--- config.mk ---
export PLATFORM = sky130hd
export DESIGN_NAME = decode_execute_reg
export DESIGN_NICKNAME = d
export VERILOG_FILES = /design/src/rtl/decode_execute_reg.sv
export SDC_FILE = /design/constraint.sdc
export NUM_CORES = 1
export LEC_CHECK = 0
export CORE_AREA = 4 4 136 138
export DETAILED_ROUTE_END_ITERATION = 10
export DIE_AREA = 0 0 140 142
export GPL_TIMING_DRIVEN = 0
export PLACE_DENSITY = 0.85
export SYNTH_ARGS = -nofsm -noshare
export SYNTH_HDL_FRONTEND = slang
export SYNTH_HIERARCHICAL = 1
export SYNTH_SLANG_ARGS = --single-unit
--- constraint.sdc ---
create_clock -name iClk -period 5.9 [get_ports iClk]
set_input_delay 0.59 -clock iClk [delete_from_list [all_inputs] [get_ports iClk]]
set_output_delay 0.59 -clock iClk [all_outputs]
set_load 0.1 [all_outputs]
--- src/rtl/decode_execute_reg.sv ---
// Decode->Execute pipeline register for the 5-stage RV32I core.
// Captures register-file read data and decode control, detects load-use
// hazards, inserts bubbles, honours flush/hold and registers the Execute
// operand forwarding selects. Saturating bubble/flush counters for debug.

// Forwarding select for one source operand.
// 0 = register data, 1 = from Memory stage, 2 = from Writeback stage.
module decode_execute_reg_fwd #(
  parameter int ADDRESS_WIDTH = 5
) (
  input  logic [ADDRESS_WIDTH-1:0] rs,
  input  logic                     uses,
  input  logic                     ex_valid,
  input  logic                     ex_regwrite,
  input  logic [ADDRESS_WIDTH-1:0] ex_rd,
  input  logic                     mem_regwrite,
  input  logic [ADDRESS_WIDTH-1:0] mem_rd,
  output logic [1:0]               sel
);

  // Younger producer (now in Execute, next in Memory) wins over the older one.
  // rs != 0 also implies the matching rd is non-zero.
  always_comb begin
    sel = 2'd0;
    if (uses && (rs != '0)) begin
      if (ex_valid && ex_regwrite && (ex_rd == rs))
        sel = 2'd1;
      else if (mem_regwrite && (mem_rd == rs))
        sel = 2'd2;
    end
  end

endmodule

module decode_execute_reg #(
  parameter int DATA_WIDTH    = 32,
  parameter int ADDRESS_WIDTH = 5,
  parameter int CNT_WIDTH     = 16
) (
  input  logic                     iClk,
  input  logic                     iRst,
  input  logic                     iValid,
  input  logic [ADDRESS_WIDTH-1:0] iRs1,
  input  logic [ADDRESS_WIDTH-1:0] iRs2,
  input  logic                     iUsesRs1,
  input  logic                     iUsesRs2,
  input  logic [ADDRESS_WIDTH-1:0] iRd,
  input  logic [DATA_WIDTH-1:0]    iRegData1,
  input  logic [DATA_WIDTH-1:0]    iRegData2,
  input  logic [DATA_WIDTH-1:0]    iImm,
  input  logic [DATA_WIDTH-1:0]    iPC,
  input  logic [7:0]               iCtrl,
  input  logic                     iRegWrite,
  input  logic                     iMemRead,
  input  logic                     iMemWrite,
  input  logic [ADDRESS_WIDTH-1:0] iRdM,
  input  logic                     iRegWriteM,
  input  logic                     iFlush,
  input  logic                     iHold,
  output logic                     oValid,
  output logic [ADDRESS_WIDTH-1:0] oRs1,
  output logic [ADDRESS_WIDTH-1:0] oRs2,
  output logic [ADDRESS_WIDTH-1:0] oRd,
  output logic [DATA_WIDTH-1:0]    oRegData1,
  output logic [DATA_WIDTH-1:0]    oRegData2,
  output logic [DATA_WIDTH-1:0]    oImm,
  output logic [DATA_WIDTH-1:0]    oPC,
  output logic [7:0]               oCtrl,
  output logic                     oRegWrite,
  output logic                     oMemRead,
  output logic                     oMemWrite,
  output logic [1:0]               oFwdA,
  output logic [1:0]               oFwdB,
  output logic                     oStall,
  output logic [CNT_WIDTH-1:0]     oBubbleCount,
  output logic [CNT_WIDTH-1:0]     oFlushCount
);

  localparam int NUM_SRC = 2;

  typedef struct packed {
    logic                     valid;
    logic [ADDRESS_WIDTH-1:0] rs1;
    logic [ADDRESS_WIDTH-1:0] rs2;
    logic [ADDRESS_WIDTH-1:0] rd;
    logic [DATA_WIDTH-1:0]    data1;
    logic [DATA_WIDTH-1:0]    data2;
    logic [DATA_WIDTH-1:0]    imm;
    logic [DATA_WIDTH-1:0]    pc;
    logic [7:0]               ctrl;
    logic                     regwrite;
    logic                     memread;
    logic                     memwrite;
    logic [1:0]               fwda;
    logic [1:0]               fwdb;
  } ex_t;

  typedef enum logic {RUN = 1'b0, BUBBLE = 1'b1} state_t;
  typedef enum logic [1:0] {
    ACT_CAPTURE = 2'd0,
    ACT_FLUSH   = 2'd1,
    ACT_HOLD    = 2'd2,
    ACT_BUBBLE  = 2'd3
  } act_t;

  ex_t    ex_q;
  ex_t    ex_cap;
  state_t state_q, state_nxt;
  act_t   act;
  logic   hazard;

  logic [NUM_SRC-1:0][ADDRESS_WIDTH-1:0] src_rs;
  logic [NUM_SRC-1:0]                    src_use;
  logic [NUM_SRC-1:0][1:0]               fwd_sel;

  // Load in Execute whose rd is read by the instruction in Decode.
  assign hazard = ex_q.valid & ex_q.memread & (ex_q.rd != '0) & iValid &
                  ((iUsesRs1 & (ex_q.rd == iRs1)) | (iUsesRs2 & (ex_q.rd == iRs2)));

  // A flush discards Decode anyway and a hold freezes everything, so
  // neither needs the upstream freeze.
  assign oStall = hazard & ~iFlush & ~iHold;

  assign src_rs  = {iRs2, iRs1};
  assign src_use = {iUsesRs2, iUsesRs1};

  for (genvar g = 0; g < NUM_SRC; g++) begin : g_fwd
    decode_execute_reg_fwd #(.ADDRESS_WIDTH(ADDRESS_WIDTH)) u_fwd (
      .rs          (src_rs[g]),
      .uses        (src_use[g]),
      .ex_valid    (ex_q.valid),
      .ex_regwrite (ex_q.regwrite),
      .ex_rd       (ex_q.rd),
      .mem_regwrite(iRegWriteM),
      .mem_rd      (iRdM),
      .sel         (fwd_sel[g])
    );
  end

  // State register.
  always_ff @(posedge iClk) begin
    if (iRst) state_q <= RUN;
    else      state_q <= state_nxt;
  end

  // Next state: flush always returns to RUN; hold freezes the state.
  always_comb begin
    state_nxt = state_q;
    if (iFlush)       state_nxt = RUN;
    else if (iHold)   state_nxt = state_q;
    else if (hazard)  state_nxt = BUBBLE;
    else              state_nxt = RUN;
  end

  // Per-edge action in priority order. In BUBBLE Execute holds a bubble
  // (memread=0), so hazard is structurally low there.
  always_comb begin
    act = ACT_CAPTURE;
    if (iFlush)      act = ACT_FLUSH;
    else if (iHold)  act = ACT_HOLD;
    else if (hazard) act = ACT_BUBBLE;
  end

  // Payload captured on a normal advance.
  always_comb begin
    ex_cap          = '0;
    ex_cap.valid    = iValid;
    ex_cap.rs1      = iRs1;
    ex_cap.rs2      = iRs2;
    ex_cap.rd       = iRd;
    ex_cap.data1    = iRegData1;
    ex_cap.data2    = iRegData2;
    ex_cap.imm      = iImm;
    ex_cap.pc       = iPC;
    ex_cap.ctrl     = iCtrl;
    ex_cap.regwrite = iRegWrite;
    ex_cap.memread  = iMemRead;
    ex_cap.memwrite = iMemWrite;
    ex_cap.fwda     = fwd_sel[0];
    ex_cap.fwdb     = fwd_sel[1];
  end

  // Execute-stage register; a bubble is the all-zero payload.
  always_ff @(posedge iClk) begin
    if (iRst) ex_q <= '0;
    else begin
      case (act)
        ACT_FLUSH,
        ACT_BUBBLE:  ex_q <= '0;
        ACT_CAPTURE: ex_q <= ex_cap;
        default:     ex_q <= ex_q;
      endcase
    end
  end

  // Saturating performance counters.
  always_ff @(posedge iClk) begin
    if (iRst) begin
      oBubbleCount <= '0;
      oFlushCount  <= '0;
    end else begin
      if ((act == ACT_FLUSH) && (oFlushCount != '1))
        oFlushCount <= oFlushCount + CNT_WIDTH'(1);
      if ((act == ACT_BUBBLE) && (oBubbleCount != '1))
        oBubbleCount <= oBubbleCount + CNT_WIDTH'(1);
    end
  end

  assign oValid    = ex_q.valid;
  assign oRs1      = ex_q.rs1;
  assign oRs2      = ex_q.rs2;
  assign oRd       = ex_q.rd;
  assign oRegData1 = ex_q.data1;
  assign oRegData2 = ex_q.data2;
  assign oImm      = ex_q.imm;
  assign oPC       = ex_q.pc;
  assign oCtrl     = ex_q.ctrl;
  assign oRegWrite = ex_q.regwrite;
  assign oMemRead  = ex_q.memread;
  assign oMemWrite = ex_q.memwrite;
  assign oFwdA     = ex_q.fwda;
  assign oFwdB     = ex_q.fwdb;

endmodule

==> reports/summary.md, run 1 <==
- worst-case vdd ir drop: 0.206 mV
- final setup fails: 0
- Std-Cell Rows: 48
- share of synthesized area occupied by flip-flops and latches: 55.5%
- Gate Count Post-Synth: 603
- top-level port count: 359
- worst-case headroom to the max-slew limit: 26.7%
- startpoint types: primary input
- slew at the pin closest to its max-slew limit: 1100 ps
- number of warnings issued by yosys: 6
- detailed-route wire length: 24800 um
- Hold Path Origin: oImm[21]
- Hold Worst Slack: 475 ps
- most used standard cell by instance count after synthesis: sky130_fd_sc_hd__dfxtp_1
- number of global-route vias before repair: 6552
- beginning of the critical path: iRs1[2]
- Nets: 1148
- Final Non-Filler Cells: 1217
- Post-synth EDFFs: 0
- final number of max-transition violations: 0
- Port Buffer Count: 357
- total congestion overflow after global routing: 0
- Clock Skew: 13.4 ps
- vias per cell: 5.33
- critical path arrival: 3460 ps
- Hold-fix buffers, CTS: 0
- Post-Route Setup TNS: 0 ps
- post-detailed-route count of antenna-violating nets: 0
- worst hold path class: reg2reg
- CTS tree: done
- RSZ-0062 raised after global routing: false
- Reg2Reg Launch Point: oRd[3]
- netlist area before placement: 6890 um2
- average instance area after synthesis: 11.4 um2
- final clock period utilization by the worst path: 68.6%
- crit end category: output pin
- total nets after synthesis: 772
- leakage power figure: 0.00426 uW
- Reg clk slew, reported paths: 70 ps
- global-route wire length before repair: 37700 um
- share of cells above drive strength 1: 7.16%
- H-tree levels: 4
- number of distinct standard cells referenced by the synthesized netlist: 44
- DRC violation count after routing: 0
- quantity of gates resized following cts: 0
- register bit total from synthesis: 191
- Global Route Usage Sum: 24.0%
- maximum number of pins on one net before global-route repair: 20
- time the final worst path needs with I/O delays and setup: 4050 ps
- biggest fanout along the worst timing path: 10
- area share of the largest cell type after synthesis: 55.5%
- post-detail-place hpwl: 18800 um
- worst skew pair latency: 430 ps
- area grow syn2layout: 65.2%
- initial cell density of the core: 40.1%
- fillers: 1288
- count of vias placed by the detailed router: 6483
- synth top area cells: sky130_fd_sc_hd__dfxtp_1 (56%), sky130_fd_sc_hd__a22o_1 (20%), sky130_fd_sc_hd__xor2_1 (3.3%)
- horizontal die dimension: 140 um
- cell area reported after detailed placement: 10700 um2
- buffers from clock root to sink, at most: 2
- share of synthesized flip-flops with an asynchronous set or reset: 0%
- placer congestion estimate: 0.861
- post-route design area: 11400 um2
- number of hold violations in the final report: 0
- DRC violation total after the first TritonRoute iteration: 306
- number of antenna violations at the first check in global routing: 0
- Placed Cells: 1185
- antenna fix cells: 0
- Num Clock Sinks: 191
- die area: 19900 um2
- wire per inst: 20.3 um
- result of the run: finished, final reports clean
- cell types with the highest counts after synthesis: sky130_fd_sc_hd__dfxtp_1 (191), sky130_fd_sc_hd__a22o_1 (159), sky130_fd_sc_hd__nor2_1 (31)
- number of max-cap violations: 0
- buffers inserted during post-CTS setup optimization: 0
- post-synthesis cell type with the largest combined area: sky130_fd_sc_hd__dfxtp_1
- Detailed Routing Iterations Pass 1: 6
- clock root cell: sky130_fd_sc_hd__clkbuf_16
- max frequency: 247 MHz
- ratio of total power to cell area: 276 nW/um2
- number of buffers inserted during clock tree synthesis: 17
- core box area: 17200 um2
- Die Span Y: 142 um
- Worst EP required: 5310 ps
- prevailing post-synth register cell: sky130_fd_sc_hd__dfxtp_1
- startpoint-to-endpoint class of the critical path: in2out
state kept, by name, summed over array words and instances, names as in the netlist:
signal,cells
oCtrl,8
oRs1,5
oBubbleCount,16
oRegData1,32
oRs2,5
oValid,1
oRd,5
oMemRead,1
oPC,32
oFwdA,2
oImm,32
oFlushCount,16
oRegData2,32
oFwdB,2
oMemWrite,1
oRegWrite,1
cells by family after synthesis:
| kind of cell | share of synthesized area [%] |
|---|---|
| compound gates | 22.9 |
| xor+xnor | 5.22 |
| fa+ha+maj | 0.363 |
| buf+inv | 4.18 |
| flops | 55.5 |
| mux | 2.11 |
| simple gates | 9.72 |
layer usage:
layer  wire [um]  vias to the layer above  GRT usage (%)
met5           0                        -              0
met2       12400                      279           41.9
li1            -                     3028              -
met4         882                        0           9.79
met3        1720                       58           7.16
met1        9720                     3118           27.7
worst max-delay path, stage by stage:
cell	delay [ps]
sky130_fd_sc_hd__clkdlybuf4s50_1	550
sky130_fd_sc_hd__xor2_1	200
sky130_fd_sc_hd__nor4_1	290
sky130_fd_sc_hd__a32oi_1	240
sky130_fd_sc_hd__clkbuf_1	270
sky130_fd_sc_hd__nor2_1	150
sky130_fd_sc_hd__clkdlybuf4s50_1	1150
cell type report:
class,count,area (um2),share of cell area [%]
plain buffers,44,265,2.33
clock buffers,18,439,3.86
clock inverters,14,193,1.69
inverters,6,22.5,0.198
multi-input cells,362,2770,24.4
flip-flops and latches,191,3820,33.6
well taps,225,282,2.48
repair buffers,357,3570,31.4
final timing paths:
path / to / slack (ps) / depth (start not counted)
worst max-delay path: oStall / 1850 / 7
worst max register to register: oRegData1[2] / 3590 / 8
worst min-delay path: oImm[21] / 470 / 1
worst min register to register: oImm[21] / 470 / 1
layout by cell type, fill, tap and decap left out, types with 2 or more instances in the layout:
cell / Yosys / layout
sky130_fd_sc_hd__clkdlybuf4s50_1: 0 / 357
sky130_fd_sc_hd__dfxtp_1: 191 / 191
sky130_fd_sc_hd__a22o_1: 159 / 159
sky130_fd_sc_hd__nor2_1: 31 / 31
sky130_fd_sc_hd__xor2_1: 26 / 26
sky130_fd_sc_hd__clkbuf_1: 23 / 23
sky130_fd_sc_hd__clkbuf_16: 0 / 17
sky130_fd_sc_hd__nand3_1: 16 / 16
sky130_fd_sc_hd__xnor2_1: 15 / 15
sky130_fd_sc_hd__nor4_1: 14 / 14
sky130_fd_sc_hd__buf_6: 12 / 12
sky130_fd_sc_hd__nor2b_1: 12 / 12
sky130_fd_sc_hd__mux2_2: 12 / 12
sky130_fd_sc_hd__nor3_1: 11 / 11
sky130_fd_sc_hd__buf_2: 8 / 8
sky130_fd_sc_hd__nand4_1: 7 / 7
sky130_fd_sc_hd__inv_1: 6 / 6
sky130_fd_sc_hd__nor3b_1: 6 / 6
sky130_fd_sc_hd__nand2_1: 6 / 6
sky130_fd_sc_hd__a21oi_1: 5 / 5
sky130_fd_sc_hd__inv_8: 0 / 5
sky130_fd_sc_hd__and3_1: 4 / 4
sky130_fd_sc_hd__a211oi_1: 4 / 4
sky130_fd_sc_hd__inv_6: 0 / 4
sky130_fd_sc_hd__and4_1: 3 / 3
sky130_fd_sc_hd__or4_1: 3 / 3
sky130_fd_sc_hd__nor4b_1: 3 / 3
sky130_fd_sc_hd__o21ai_0: 3 / 3
sky130_fd_sc_hd__a31oi_1: 2 / 2
sky130_fd_sc_hd__ha_1: 2 / 2
sky130_fd_sc_hd__bufinv_16: 0 / 2
sky130_fd_sc_hd__clkinv_8: 0 / 2
sky130_fd_sc_hd__o21ai_2: 2 / 2
power by group:
part	internal (uW)	switching (uW)
Clock	665	560
Sequential	1320	24.7
Combinational	202	367
metrics by stage:
step                      total power, uW  util (%)  setup WS, ps
after global placement               1940      62.5          1890
final                                3140      66.2          1850
after CTS                            3160      66.2          1880
after floorplan                      1720         -          2160
after detailed placement             1950      62.5          1880
after global routing                 3240      66.2          1710
(Power assumes the default switching activity.)
==> inputs of run 2 (changes only) <==
--- a/config.mk
+++ b/config.mk
@@ -5,11 +5,11 @@
 export SDC_FILE = /design/constraint.sdc
 export NUM_CORES = 1
 export LEC_CHECK = 0
-export CORE_AREA = 4 4 136 138
+export CORE_AREA = 4 4 144 146
 export DETAILED_ROUTE_END_ITERATION = 10
-export DIE_AREA = 0 0 140 142
+export DIE_AREA = 0 0 148 150
 export GPL_TIMING_DRIVEN = 0
-export PLACE_DENSITY = 0.85
+export PLACE_DENSITY = 0.8
 export SYNTH_ARGS = -nofsm -noshare
 export SYNTH_HDL_FRONTEND = slang
 export SYNTH_HIERARCHICAL = 1
==> constraint.sdc (replaced) <==
create_clock -name iClk -period 3.4 [get_ports iClk]
set_input_delay 0.34 -clock iClk [delete_from_list [all_inputs] [get_ports iClk]]
set_output_delay 0.34 -clock iClk [all_outputs]
set_load 0.1 [all_outputs]
==> run 2 against run 1 <==
Net effect: final cell count increased by 3.3%; register-to-register slack got worse by 2500 ps; clock power increased by 65%; flip-flop and latch count unchanged; combinational power increased by 73%; total power increased by 70%; setup slack got worse by 1300 ps; global-route usage decreased by 3.4 points; hold slack got worse by 0.70 ps.
==> reports/summary.md, run 2 (same netlist as run 1, synthesis figures left out) <==
- result of the run: finished, final reports clean, unchanged
- die area: 22200 um2, was 19900 um2
- detailed-route wire length: 24300 um, was 24800 um
- buffers inserted during post-CTS setup optimization: 0, unchanged
- met2 wire length: 12100 um, was 12400 um
- number of max-cap violations: 0, unchanged
- horizontal die dimension: 148 um, was 140 um
- initial cell density of the core: 35.5%, was 40.1%
- most frequent cells in the layout: sky130_fd_sc_hd__clkdlybuf4s50_1 (356), sky130_fd_sc_hd__dfxtp_1 (191), sky130_fd_sc_hd__a22o_1 (159), was sky130_fd_sc_hd__clkdlybuf4s50_1 (357), sky130_fd_sc_hd__dfxtp_1 (191), sky130_fd_sc_hd__a22o_1 (159)
- biggest fanout along the worst timing path: 10, unchanged
- Worst EP required: 3060 ps, was 5310 ps
- buffers from clock root to sink, at most: 2, unchanged
- worst slack, placed: -107 ps, was 1880 ps
- final clock period utilization by the worst path: 83.4%
- post-layout worst setup margin: 563 ps, was 1850 ps
- post-detail-place hpwl: 18800 um, about the same
- ratio of total power to cell area: 468 nW/um2, was 276 nW/um2
- Global Route Usage Sum: 20.6%, was 24.0%
- post-detailed-route count of antenna-violating nets: 0, unchanged
- global-route wire length before repair: 36300 um, was 37700 um
- clock root cell: sky130_fd_sc_hd__clkbuf_16, unchanged
- RSZ-0062 raised after global routing: false, unchanged
- Hold-fix buffers, CTS: 0, unchanged
- Port Buffer Count: 357, unchanged
- slew at the pin closest to its max-slew limit: 1120 ps, was 1100 ps
- Std-Cell Rows: 51, was 48
- vias per cell: 5.06, was 5.33
- startpoint-to-endpoint class of the critical path: reg2out, was in2out
- DRC violation total after the first TritonRoute iteration: 251, was 306
- Reg clk slew, reported paths: 70 ps, about the same
- Clock Skew: 18.6 ps, was 13.4 ps
- routed metal-1 wire length: 10000 um, was 9720 um
- placer congestion estimate: 0.852, was 0.861
- share of cells above drive strength 1: 7.36%, was 7.16%
- worst-case headroom to the max-slew limit: 25.3%, was 26.7%
- maximum number of pins on one net before global-route repair: 21, was 20
- max frequency: 352 MHz
- detailed-routed wire length on met3: 1640 um, was 1720 um
- total congestion overflow after global routing: 0, unchanged
- fillers: 1667, was 1288
- top-level port count: 359, unchanged
- critical path arrival: 2500 ps, was 3460 ps
- H-tree levels: 4, unchanged
- time the final worst path needs with I/O delays and setup: 2840 ps
- startpoint types: flip-flop, was primary input
- leakage power figure: 0.00423 uW, was 0.00426 uW
- worst skew pair latency: 430 ps, about the same
- number of global-route vias before repair: 6362, was 6552
- number of hold violations in the final report: 0, unchanged
- Register-to-Register Setup Slack: 1140 ps, was 3590 ps
- most common library cell in the layout ignoring fill and taps: sky130_fd_sc_hd__clkdlybuf4s50_1, unchanged
- worst-case vdd ir drop: 0.296 mV, was 0.206 mV
- core box area: 19400 um2, was 17200 um2
- post-route design area: 11400 um2, about the same
- antenna fix cells: 0, unchanged
- Final Non-Filler Cells: 1257, was 1217
- Nets: 1148, unchanged
- number of antenna violations at the first check in global routing: 0, unchanged
- Die Span Y: 150 um, was 142 um
- area grow syn2layout: 65.5%, was 65.2%
- crit end category: output pin, unchanged
- DRC violation count after routing: 0, unchanged
- final setup fails: 0, unchanged
- worst hold path class: in2reg, was reg2reg
- highest layer used for signal routing: met4, unchanged
- CTS tree: done, unchanged
- Hold Worst Slack: 474 ps, was 475 ps
- Placed Cells: 1225, was 1185
- count of vias placed by the detailed router: 6357, was 6483
- wire per inst: 19.3 um, was 20.3 um
- Detailed Routing Iterations Pass 1: 5, was 6
- Num Clock Sinks: 191, unchanged
- cell area reported after detailed placement: 10800 um2, was 10700 um2
- number of buffers inserted during clock tree synthesis: 17, unchanged
- final number of max-transition violations: 0, unchanged
run 2: cell types whose count changed in the layout (fill, tap and decap cells not counted):
cell / before / now
sky130_fd_sc_hd__bufinv_16: 2 / 0
sky130_fd_sc_hd__clkbuf_2: 0 / 1
sky130_fd_sc_hd__clkdlybuf4s50_1: 357 / 356
sky130_fd_sc_hd__clkinv_8: 2 / 4
sky130_fd_sc_hd__clkinvlp_4: 0 / 2
sky130_fd_sc_hd__inv_12: 0 / 1
sky130_fd_sc_hd__inv_6: 4 / 3
sky130_fd_sc_hd__inv_8: 5 / 3
sky130_fd_sc_hd__nor2_1: 31 / 30
sky130_fd_sc_hd__nor2_2: 0 / 1
run 2: final timing paths:
kind / from / endpoint / depth (start not counted)
max: oRd[2] / oStall / 6
max reg2reg: oRd[2] / oBubbleCount[9] / 6
min: iRst / oBubbleCount[3] / 3
min reg2reg: oRegData1[22] / oRegData1[22] / 1
run 2: final cells by class:
| type | count | area (um2) | share of cell area (%) |
|---|---|---|---|
| Sequential cell | 191 | 3820 | 33.6 |
| Clock inverter | 14 | 165 | 1.45 |
| Tap cell | 265 | 332 | 2.91 |
| Multi-Input combinational cell | 362 | 2780 | 24.4 |
| Buffer | 44 | 265 | 2.33 |
| Clock buffer | 18 | 439 | 3.86 |
| Timing Repair Buffer | 357 | 3570 | 31.3 |
| Inverter | 6 | 22.5 | 0.198 |
run 2: worst max-delay path: stages, from the launching register on:
cell and delay, ps:
sky130_fd_sc_hd__dfxtp_1 560, sky130_fd_sc_hd__xor2_1 120, sky130_fd_sc_hd__nor4_1 280, sky130_fd_sc_hd__a32oi_1 220, sky130_fd_sc_hd__clkbuf_1 280, sky130_fd_sc_hd__nor2_2 150, sky130_fd_sc_hd__clkbuf_2 460
run 2: per-layer routing:
layer	track usage, %	vias to the layer above
li1	-	3029
met1	25.4	3060
met2	34.6	235
met3	6.03	33
met4	7.21	0
met5	0	-
run 2: repair_timing:
action                                  in CTS  in global routing
endpoints found under the hold margin        0                  0
gates resized for setup                      1                  2
endpoints found under the setup margin       1                  1
gates cloned                                 0                  0
run 2: where the power goes:
group | switching [uW] | total, uW | internal (uW)
sequential | 42.7 | 2340 | 2300
combinational | 634 | 984 | 351
clock | 996 | 2010 | 1010
run 2: per-stage QoR:
| stage | util (%) | setup TNS, ps | total power (uW) |
|---|---|---|---|
| floorplan | - | 0 | 2990 |
| finish | 58.7 | 0 | 5340 |
| global placement | 55.6 | -105 | 3360 |
| global route | 58.7 | 0 | 5520 |
| detailed placement | 55.6 | -107 | 3370 |
| CTS | 58.7 | 0 | 5390 |
